File: src/rtl/histogram_pkg.sv
// Shared types and default widths for the histogram controller.
// The state encoding is used by the top-level sequencer.
package histogram_pkg;

    localparam int unsigned DEF_PIX_W  = 8;
    localparam int unsigned DEF_ADDR_W = 9;
    localparam int unsigned DEF_CNT_W  = 32;

    localparam logic [DEF_CNT_W-1:0] CNT_MAX = '1;

    typedef enum logic [2:0] {
        StIdle,
        StClear,
        StAccum,
        StDrain,
        StReadout
    } state_e;

endpackage

File: src/rtl/histogram_rmw_pipe.sv
// Read-modify-write increment pipeline for histogram bins.
// S1 forwards from S2/S3 so back-to-back hits on one bin count exactly.
module histogram_rmw_pipe
    import histogram_pkg::*;
#(
    parameter int unsigned PIX_W = DEF_PIX_W,
    parameter int unsigned CNT_W = DEF_CNT_W
) (
    input  logic             clk_i,
    input  logic             rst_ni,
    input  logic             acc_vld_i,
    input  logic [PIX_W-1:0] acc_bin_i,
    input  logic [CNT_W-1:0] rd_data_i,
    output logic             wr_en_o,
    output logic [PIX_W-1:0] wr_bin_o,
    output logic [CNT_W-1:0] wr_data_o,
    output logic             busy_o
);

    localparam logic [CNT_W-1:0] CntMax = '1;

    logic             s1_vld_q, s1_vld_d;
    logic [PIX_W-1:0] s1_bin_q, s1_bin_d;
    logic             s2_vld_q, s2_vld_d;
    logic [PIX_W-1:0] s2_bin_q, s2_bin_d;
    logic [CNT_W-1:0] s2_sum_q, s2_sum_d;
    logic             s3_vld_q, s3_vld_d;
    logic [PIX_W-1:0] s3_bin_q, s3_bin_d;
    logic [CNT_W-1:0] s3_sum_q, s3_sum_d;
    logic [CNT_W-1:0] base;

    always_comb begin
        // S2 is being written this cycle; S3 was written while our read was in flight.
        if (s2_vld_q && (s2_bin_q == s1_bin_q)) begin
            base = s2_sum_q;
        end else if (s3_vld_q && (s3_bin_q == s1_bin_q)) begin
            base = s3_sum_q;
        end else begin
            base = rd_data_i;
        end

        s1_vld_d = acc_vld_i;
        s1_bin_d = acc_bin_i;
        s2_vld_d = s1_vld_q;
        s2_bin_d = s1_bin_q;
        s2_sum_d = (base == CntMax) ? base : base + CNT_W'(1);
        s3_vld_d = s2_vld_q;
        s3_bin_d = s2_bin_q;
        s3_sum_d = s2_sum_q;
    end

    always_ff @(posedge clk_i) begin
        if (!rst_ni) begin
            s1_vld_q <= 1'b0;
            s1_bin_q <= '0;
            s2_vld_q <= 1'b0;
            s2_bin_q <= '0;
            s2_sum_q <= '0;
            s3_vld_q <= 1'b0;
            s3_bin_q <= '0;
            s3_sum_q <= '0;
        end else begin
            s1_vld_q <= s1_vld_d;
            s1_bin_q <= s1_bin_d;
            s2_vld_q <= s2_vld_d;
            s2_bin_q <= s2_bin_d;
            s2_sum_q <= s2_sum_d;
            s3_vld_q <= s3_vld_d;
            s3_bin_q <= s3_bin_d;
            s3_sum_q <= s3_sum_d;
        end
    end

    assign wr_en_o   = s2_vld_q;
    assign wr_bin_o  = s2_bin_q;
    assign wr_data_o = s2_sum_q;
    assign busy_o    = s1_vld_q | s2_vld_q | s3_vld_q;

endmodule

File: src/rtl/histogram_ctrl.sv
// Frame sequencer for a dual-port histogram RAM: clear, accumulate, read out.
// Owns both RAM ports; port A writes, port B reads.
module histogram_ctrl
    import histogram_pkg::*;
#(
    parameter int unsigned PIX_W  = DEF_PIX_W,
    parameter int unsigned ADDR_W = DEF_ADDR_W,
    parameter int unsigned CNT_W  = DEF_CNT_W
) (
    input  logic              clk,
    input  logic              rst_n,
    input  logic              frame_start,
    input  logic              frame_end,
    input  logic              pix_vld,
    input  logic [PIX_W-1:0]  pix_data,
    output logic              pix_rdy,
    output logic              out_vld,
    input  logic              out_rdy,
    output logic [PIX_W-1:0]  out_bin,
    output logic [CNT_W-1:0]  out_cnt,
    output logic              out_last,
    output logic              busy,
    output logic [ADDR_W-1:0] ram_a_addr,
    output logic [CNT_W-1:0]  ram_a_wr_data,
    output logic              ram_a_wr_en,
    output logic [ADDR_W-1:0] ram_b_addr,
    input  logic [CNT_W-1:0]  ram_b_rd_data
);

    localparam logic [PIX_W-1:0] LastBin = '1;

    state_e           state_q, state_d;
    logic [PIX_W-1:0] clr_cnt_q, clr_cnt_d;
    logic [PIX_W-1:0] rd_idx_q, rd_idx_d;
    logic             rd_pend_q, rd_pend_d;
    logic             rd_done_q, rd_done_d;
    logic             out_vld_q, out_vld_d;
    logic [PIX_W-1:0] out_bin_q, out_bin_d;
    logic [CNT_W-1:0] out_cnt_q, out_cnt_d;
    logic             out_last_q, out_last_d;
    logic             pix_rdy_q, pix_rdy_d;
    logic             busy_q, busy_d;

    logic             acc;
    logic             out_hs;
    logic             rd_issue;
    logic             pipe_busy;
    logic             wr_en;
    logic [PIX_W-1:0] wr_bin;
    logic [CNT_W-1:0] wr_sum;

    assign acc    = pix_vld & pix_rdy_q;
    assign out_hs = out_vld_q & out_rdy;

    histogram_rmw_pipe #(
        .PIX_W (PIX_W),
        .CNT_W (CNT_W)
    ) u_rmw_pipe (
        .clk_i     (clk),
        .rst_ni    (rst_n),
        .acc_vld_i (acc),
        .acc_bin_i (pix_data),
        .rd_data_i (ram_b_rd_data),
        .wr_en_o   (wr_en),
        .wr_bin_o  (wr_bin),
        .wr_data_o (wr_sum),
        .busy_o    (pipe_busy)
    );

    always_comb begin
        state_d    = state_q;
        clr_cnt_d  = clr_cnt_q;
        rd_idx_d   = rd_idx_q;
        rd_pend_d  = rd_pend_q;
        rd_done_d  = rd_done_q;
        out_vld_d  = out_vld_q;
        out_bin_d  = out_bin_q;
        out_cnt_d  = out_cnt_q;
        out_last_d = out_last_q;
        rd_issue   = 1'b0;

        unique case (state_q)
            StIdle: begin
                if (frame_start) begin
                    state_d   = StClear;
                    clr_cnt_d = '0;
                end
            end
            StClear: begin
                clr_cnt_d = clr_cnt_q + PIX_W'(1);
                if (clr_cnt_q == LastBin) begin
                    state_d = StAccum;
                end
            end
            StAccum: begin
                if (frame_end) begin
                    state_d = StDrain;
                end
            end
            StDrain: begin
                if (!pipe_busy) begin
                    state_d   = StReadout;
                    rd_idx_d  = '0;
                    rd_pend_d = 1'b0;
                    rd_done_d = 1'b0;
                    out_vld_d = 1'b0;
                end
            end
            StReadout: begin
                // Next read is issued in the handshake cycle, giving two cycles per bin.
                rd_issue  = !rd_pend_q && !rd_done_q && (!out_vld_q || out_rdy);
                rd_pend_d = rd_issue;
                if (rd_issue) begin
                    rd_idx_d  = rd_idx_q + PIX_W'(1);
                    rd_done_d = (rd_idx_q == LastBin);
                end
                if (out_hs) begin
                    out_vld_d = 1'b0;
                end
                if (rd_pend_q) begin
                    out_vld_d  = 1'b1;
                    out_cnt_d  = ram_b_rd_data;
                    out_bin_d  = rd_idx_q - PIX_W'(1);
                    out_last_d = rd_done_q;
                end
                if (out_hs && out_last_q) begin
                    state_d    = StIdle;
                    out_vld_d  = 1'b0;
                    out_last_d = 1'b0;
                end
            end
            default: state_d = StIdle;
        endcase

        pix_rdy_d = (state_d == StAccum);
        busy_d    = (state_d != StIdle);
    end

    always_ff @(posedge clk) begin
        if (!rst_n) begin
            state_q    <= StIdle;
            clr_cnt_q  <= '0;
            rd_idx_q   <= '0;
            rd_pend_q  <= 1'b0;
            rd_done_q  <= 1'b0;
            out_vld_q  <= 1'b0;
            out_bin_q  <= '0;
            out_cnt_q  <= '0;
            out_last_q <= 1'b0;
            pix_rdy_q  <= 1'b0;
            busy_q     <= 1'b0;
        end else begin
            state_q    <= state_d;
            clr_cnt_q  <= clr_cnt_d;
            rd_idx_q   <= rd_idx_d;
            rd_pend_q  <= rd_pend_d;
            rd_done_q  <= rd_done_d;
            out_vld_q  <= out_vld_d;
            out_bin_q  <= out_bin_d;
            out_cnt_q  <= out_cnt_d;
            out_last_q <= out_last_d;
            pix_rdy_q  <= pix_rdy_d;
            busy_q     <= busy_d;
        end
    end

    always_comb begin
        if (state_q == StClear) begin
            ram_a_addr    = ADDR_W'(clr_cnt_q);
            ram_a_wr_data = '0;
            ram_a_wr_en   = 1'b1;
        end else begin
            ram_a_addr    = ADDR_W'(wr_bin);
            ram_a_wr_data = wr_sum;
            ram_a_wr_en   = wr_en;
        end

        if (state_q == StReadout) begin
            ram_b_addr = ADDR_W'(rd_idx_q);
        end else if (pix_rdy_q) begin
            ram_b_addr = ADDR_W'(pix_data);
        end else begin
            ram_b_addr = '0;
        end
    end

    assign pix_rdy  = pix_rdy_q;
    assign busy     = busy_q;
    assign out_vld  = out_vld_q;
    assign out_bin  = out_bin_q;
    assign out_cnt  = out_cnt_q;
    assign out_last = out_last_q;

endmodule

File: config.mk
export PLATFORM = sky130hd
export DESIGN_NAME = histogram_ctrl
export DESIGN_NICKNAME = d
export VERILOG_FILES = /design/src/rtl/histogram_pkg.sv /design/src/rtl/histogram_rmw_pipe.sv /design/src/rtl/histogram_ctrl.sv
export SDC_FILE = /design/constraint.sdc
export NUM_CORES = 1
export LEC_CHECK = 0
export ABC_AREA = 0
export CORE_MARGIN = 1
export CORE_UTILIZATION = 54
export CTS_BUF_LIST = sky130_fd_sc_hd__clkbuf_8
export DETAILED_ROUTE_END_ITERATION = 7
export PLACE_DENSITY = 0.82
export SKIP_CTS_REPAIR_TIMING = 1
export SLEW_MARGIN = 20
export SYNTH_ARGS = -nofsm -noshare
export SYNTH_HDL_FRONTEND = slang
export SYNTH_HIERARCHICAL = 1
export SYNTH_SLANG_ARGS = --single-unit
File: constraint.sdc
create_clock -name clk -period 4.2 [get_ports clk]
set_input_delay 0.63 -clock clk [delete_from_list [all_inputs] [get_ports clk]]
set_output_delay 0.63 -clock clk [all_outputs]
set_load 0.01 [all_outputs]
==> results.yml, run 1 <==
sta:
  period_needed_ns: 3.971
  skew_ns: 0.01104
  setup_viol: 0
  drv_slew: 0
  period_share: 0.9455
  rsz0062_at_grt: "false"
  maxSlewHeadroom: 0.4061
  fin_setup_tns_ns: 0
  final_hold_viol_count: 0
  worst_slack_ns: 0.2291
  fmaxAchievable_mhz: 251.8
  whs_ns: 0.4565
  tightest_slew_ns: 0.8898
setup_path:
  r2r_setup_slack_ns: 0.23
  worst_r2r_path_depth: 9
  rr_endpoint: "u_rmw_pipe/wr_data_o[5]"
  path_max_fanout: 26
  cp.required_ns: 4.58
  critPathKind: "reg -> reg"
  slowest_delay_ns: 0.73
  slowest_stage: "or3_1"
  crit_path_start_kind: "flip-flop"
  r2r-start: "u_rmw_pipe/s1_bin_q[0]"
  crit_top_cell: "nor3_2"
  path_buf_inv: 0
  crit_cells: 9
  arrival_ns: 4.35
  critical_path.cell_chain: "xor2_1 > or3_1 > nor3_2 > a211o_1 > nand4b_1 > nor3_2 > nand4_1 > nand3_1 > mux2i_1"
  crit_path_end_kind: "flip-flop"
  cpLargestDelayFamily: "simple AND/OR/NAND/NOR gates"
floorplan:
  start_util: 0.5633
  core_area_sq_um: 13450
  die_area_sq_um: 14510
  pin_count: 141
  die_w_um: 120.5
  die-height_um: 120.5
  rows: 42
route:
  wl_per_cell_um: 17.97
  ant_nets: 0
  wl_mm: 21.92
  vias: 7264
  viasPerCell: 5.954
  first_iter_violations: 738
  drtPass1Iterations: 5
  drcViolationCount: 0
synth:
  yosysMostFrequentCell: "dfxtp_1"
  yosys_warnings: 6
  synth_edf_count: 0
  yosysTopAreaCellShare: 0.4121
  netlist_area_sq_um: 7579
  ys_ff_latch: 156
  syn_inst: 925
  synth.distinct_cells: 72
  syn_area_per_cell_sq_um: 8.193
  seq_area_frac_synth: 0.4121
  ys.flop_type: "dfxtp_1"
  synth_common_cells: "156 x dfxtp_1, 153 x nand2_1, 98 x and2_1, 61 x a21oi_1, 51 x clkbuf_1"
  synthArstFlopShare: 0
  synth.largest_area_cell: "dfxtp_1"
  yosys-top-cells-area: "dfxtp_1 41%, and2_1 8.1%, nand2_1 7.6%"
pwr:
  leakage_nw: 3.358
  p_per_area_nw_per_um2: 326.9
  ir_worst_vdd_uv: 183.5
worst_hold_path:
  hp-class: "reg -> reg"
  whs_path_depth: 2
  hp-start: "out_cnt[28]"
  whs_endpoint: "out_cnt[28]"
placement:
  pre_cts_slack_ns: 0.4194
  gp_congestion: 0.9244
  io_buffers: 138
  placed_area_sq_um: 9019
  place_hpwl_mm: 15.46
finish:
  diodes: 0
  final_nets: 1080
  fin_area_sq_um: 9427
  syn_to_final_growth_pct: 24.39
  drive_above_1_share: 0.07471
  fillers: 1094
clock_network:
  path_clk_slew_ns: 0.09
  clockBufferDepth: 2
  root_buffer: "clkbuf_8"
  htree_levels: 4
  cts_inserted_buffers: 17
  clkSinkCount: 156
  cts_tree: "built"
  clk_latency_ns: 0.46
outcome:
  outcome: "finished clean"
global_routing:
  grt-ovfl-total: 0
  grt_start_max_net_pins: 56
  grt_first_pass_wirelength_mm: 33.91
  grt_pass1_vias: 6361
  grt_antenna_before_repair: 0
  grt_use_total: 0.3027
run:
  drv_cap: 0
## metrics by stage
step / power (W) / util / std cells
4_1_cts: 0.003089 / 0.7007 / 1220
3_5_place_dp: 0.001944 / 0.6704 / 1188
6_report: 0.003081 / 0.7007 / 1220
5_1_grt: 0.003183 / 0.7007 / 1220
3_3_place_gp: 0.001940 / 0.6704 / 1188
2_1_floorplan: 0.001781 / - / 926
## metal layers
metal,global-route usage,part of all wire,up-vias,routed length (um)
met5,0,0,-,0
met4,0.09877,0.017,0,379
met3,0.1080,0.11,33,2504
met2,0.4335,0.43,383,9384
met1,0.4205,0.44,3375,9652
li1,-,-,3473,-
## worst register-to-register path: cells and delay by family (launching register included)
kind             cells  cell delay [ns]
AND/OR/NAND/NOR      6             2.92
AO/OA/AOI/OAI        1             0.23
multiplexers         1             0.21
flip-flops           1             0.35
XOR/XNOR             1             0.18
## layout by cell type (no fill, tap or decap), drive strengths merged, types with 28 or more instances in the layout
cell,n
a21oi,61
a31oi,29
and2,99
clkdlybuf4s50,137
dfxtp,156
nand2,153
nand3,32
nand4,30
nor2,35
o21ai,28
## cell families after synthesis
logic type               synth area share
adder cells (fa/ha/maj)          0.004953
buffers and inverters             0.04903
AND/OR/NAND/NOR                    0.3148
flip-flops                         0.4121
multiplexers                      0.02691
other                           0.0004948
AO/OA/AOI/OAI                      0.1559
XOR/XNOR                          0.03583
## where the power goes
| group | internal, W | total [W] | switching (W) |
|---|---|---|---|
| Sequential | 0.00152 | 0.00155 | 0.0000340 |
| Combinational | 0.000157 | 0.000365 | 0.000208 |
| Clock | 0.000586 | 0.00116 | 0.000576 |
| Total | 0.00226 | 0.00308 | 0.000818 |
## worst max-delay path by stage
stage	startpoint	endpoint	slack [ns]
4_1_cts	u_rmw_pipe/s1_bin_q[0]	u_rmw_pipe/wr_data_o[5]	0.35
3_5_place_dp	u_rmw_pipe/s1_bin_q[0]	u_rmw_pipe/wr_data_o[5]	0.42
5_1_grt	u_rmw_pipe/s1_bin_q[0]	u_rmw_pipe/wr_data_o[5]	0.01
2_1_floorplan	u_rmw_pipe/s1_bin_q[0]	u_rmw_pipe/wr_data_o[30]	1.14
3_3_place_gp	u_rmw_pipe/s1_bin_q[0]	u_rmw_pipe/wr_data_o[25]	0.49
6_report	u_rmw_pipe/s1_bin_q[0]	u_rmw_pipe/wr_data_o[5]	0.23
## area by class of cell
type                            instances  area (sq um)  share of cell area
Multi-Input combinational cell        685          4093              0.4342
Sequential cell                       156          3123              0.3313
Timing Repair Buffer                  160          1541              0.1635
Clock buffer                           17         234.0             0.02482
Tap cell                              176         220.2             0.02336
Clock inverter                         15         173.9             0.01845
Inverter                               11         41.29            0.004380
## flip-flops by register name, summed over array words and instances (netlist names), 3 cells and up
| register | flops |
|---|---|
| u_rmw_pipe/s1_bin_q | 8 |
| out_bin | 8 |
| out_cnt | 32 |
| u_rmw_pipe/wr_data_o | 32 |
| state_q | 3 |
| clr_cnt_q | 8 |
| u_rmw_pipe/s3_bin_q | 8 |
| u_rmw_pipe/wr_bin_o | 8 |
| rd_idx_q | 8 |
| u_rmw_pipe/s3_sum_q | 32 |
Power figures use the tool's default switching activity.
==> run 2: changes to the inputs <==
Settings changed: RECOVER_POWER from default to 25.
==> run 2 against run 1 <==
Net effect:
- the run now ends with max-capacitance violations, max-slew violations left
- global-route usage stayed put
- core utilization decreased by 0.065 points
- clock power barely moved
- first-iteration DRC count is 3.9% lower
- sequential cell count unchanged
- critical path type unchanged
==> results.yml, run 2 (synthesis results as in run 1) <==
outcome:
  outcome: "complete, but fails checks"
  violations: "max-capacitance violations, max-slew violations"
placement:
  place_hpwl_mm: 15.46
  pre_cts_slack_ns: 0.4194
  io_buffers: 138
  gp_congestion: 0.9244
pwr:
  ir_worst_vdd_uv: 182.4
  leakage_nw: 3.333
  p_per_area_nw_per_um2: 327.2
clock_network:
  cts_tree: "built"
  path_clk_slew_ns: 0.09
  clk_latency_ns: 0.46
  root_buffer: "clkbuf_8"
  htree_levels: 4
  clockBufferDepth: 2
  cts_inserted_buffers: 17
  clkSinkCount: 156
global_routing:
  grt_first_pass_wirelength_mm: 33.91
  grt_pass1_vias: 6361
  grt_use_total: 0.3027
  grt-ovfl-total: 0
  grt_start_max_net_pins: 56
  grt_antenna_before_repair: 0
finish:
  final_cell_mix: "156 x dfxtp_1, 153 x nand2_1, 137 x clkdlybuf4s50_1"
  drive_above_1_share: 0.07184
  syn_to_final_growth_pct: 24.27
  final_nets: 1080
  diodes: 0
  final_common_cell: "dfxtp_1"
  fillers: 1097
setup_path:
  crit_path_start_kind: "flip-flop"
  r2r_setup_slack_ns: 0.25
  crit_path_end_kind: "flip-flop"
  r2r-start: "u_rmw_pipe/s1_bin_q[0]"
  critPathKind: "reg -> reg"
  worst_r2r_path_depth: 9
  arrival_ns: 4.33
  cp.required_ns: 4.58
  path_max_fanout: 26
  rr_endpoint: "u_rmw_pipe/wr_data_o[5]"
route:
  viasPerCell: 5.907
  wl_met1_mm: 9.932
  highest_layer: "met4"
  wl_per_cell_um: 17.99
  drcViolationCount: 0
  wl_mm: 21.95
  drtPass1Iterations: 6
  ant_nets: 0
  wl_met2_mm: 9.437
  route.met3.wl_mm: 2.267
  vias: 7206
  first_iter_violations: 709
floorplan:
  die_w_um: 120.5
  die_area_sq_um: 14510
  rows: 42
  pin_count: 141
  start_util: 0.5633
  core_area_sq_um: 13450
  die-height_um: 120.5
sta:
  drv_slew: 56
  rsz0062_at_grt: "false"
  fmaxAchievable_mhz: 253.2
  maxSlewHeadroom: -0.3726
  tightest_slew_ns: 2.059
  final_hold_viol_count: 0
  setup_viol: 0
  skew_ns: 0.01017
  period_needed_ns: 3.950
  period_share: 0.9404
  fin_setup_tns_ns: 0
  worst_slack_ns: 0.2503
worst_hold_path:
  hp-class: "reg -> reg"
  whs_path_depth: 2
  whs_endpoint: "out_cnt[28]"
  hp-start: "out_cnt[28]"
run:
  drv_cap: 1
[run 2: changes by cell type in the layout (fill, tap and decap cells not counted)]
cell      change
and2_0       +17
and2_1       -17
buf_2         -1
buf_4         -2
clkbuf_1      +3
[run 2: power breakdown]
part	internal [W]	switching (W)	leakage, nW	total, W
Clock	0.000586	0.000577	0.205	0.00116
Sequential	0.00152	0.0000343	1.28	0.00155
Combinational	0.000156	0.000208	1.85	0.000363
Total	0.00226	0.000819	3.33	0.00308
[run 2: worst max path at each step]
stage / startpoint / end / slack (ns) / depth (start not counted)
floorplan: u_rmw_pipe/s1_bin_q[0] / u_rmw_pipe/wr_data_o[30] / 1.14 / 11
global placement: u_rmw_pipe/s1_bin_q[0] / u_rmw_pipe/wr_data_o[25] / 0.49 / 9
detailed placement: u_rmw_pipe/s1_bin_q[0] / u_rmw_pipe/wr_data_o[5] / 0.42 / 9
CTS: u_rmw_pipe/s1_bin_q[0] / u_rmw_pipe/wr_data_o[5] / 0.35 / 9
global route: u_rmw_pipe/s1_bin_q[0] / u_rmw_pipe/wr_data_o[5] / 0.005 / 9
finish: u_rmw_pipe/s1_bin_q[0] / u_rmw_pipe/wr_data_o[5] / 0.25 / 9
[run 2: final cells by class]
class	instances	area, sq um	share of cell area
clock buffer	17	234.0	0.02484
clock inverter	15	173.9	0.01847
inverter	11	41.29	0.004384
multi-input combinational	685	4093	0.4346
sequential	156	3123	0.3316
tap	176	220.2	0.02338
timing repair buffer	160	1533	0.1627
[run 2: stage by stage]
step | cell area, sq um | instances | hold slack (ns) | util | power, W
finish | 9418 | 1220 | 0.4573 | 0.7001 | 0.003081
global route | 9418 | 1220 | 0.4774 | 0.7001 | 0.003182
CTS | 9427 | 1220 | 0.4575 | 0.7007 | 0.003089
detailed placement | 9019 | 1188 | 0.4415 | 0.6704 | 0.001944
global placement | 9019 | 1188 | 0.4294 | 0.6704 | 0.001940
floorplan | 7582 | 926 | 0.4209 | - | 0.001781
[run 2: routing by layer]
layer | global-route usage | vias up
met2 | 0.4335 | 343
met5 | 0 | -
met1 | 0.4205 | 3364
met4 | 0.09877 | 0
li1 | - | 3472
met3 | 0.1080 | 27
[run 2: critical path: stages, from the launching register on]
cell      delay [ns]
dfxtp_1         0.35
xor2_1          0.18
or3_1           0.73
nor3_2          0.52
a211o_1         0.23
nand4b_1        0.36
nor3_2          0.48
nand4_1         0.50
nand3_1         0.29
mux2i_1         0.21
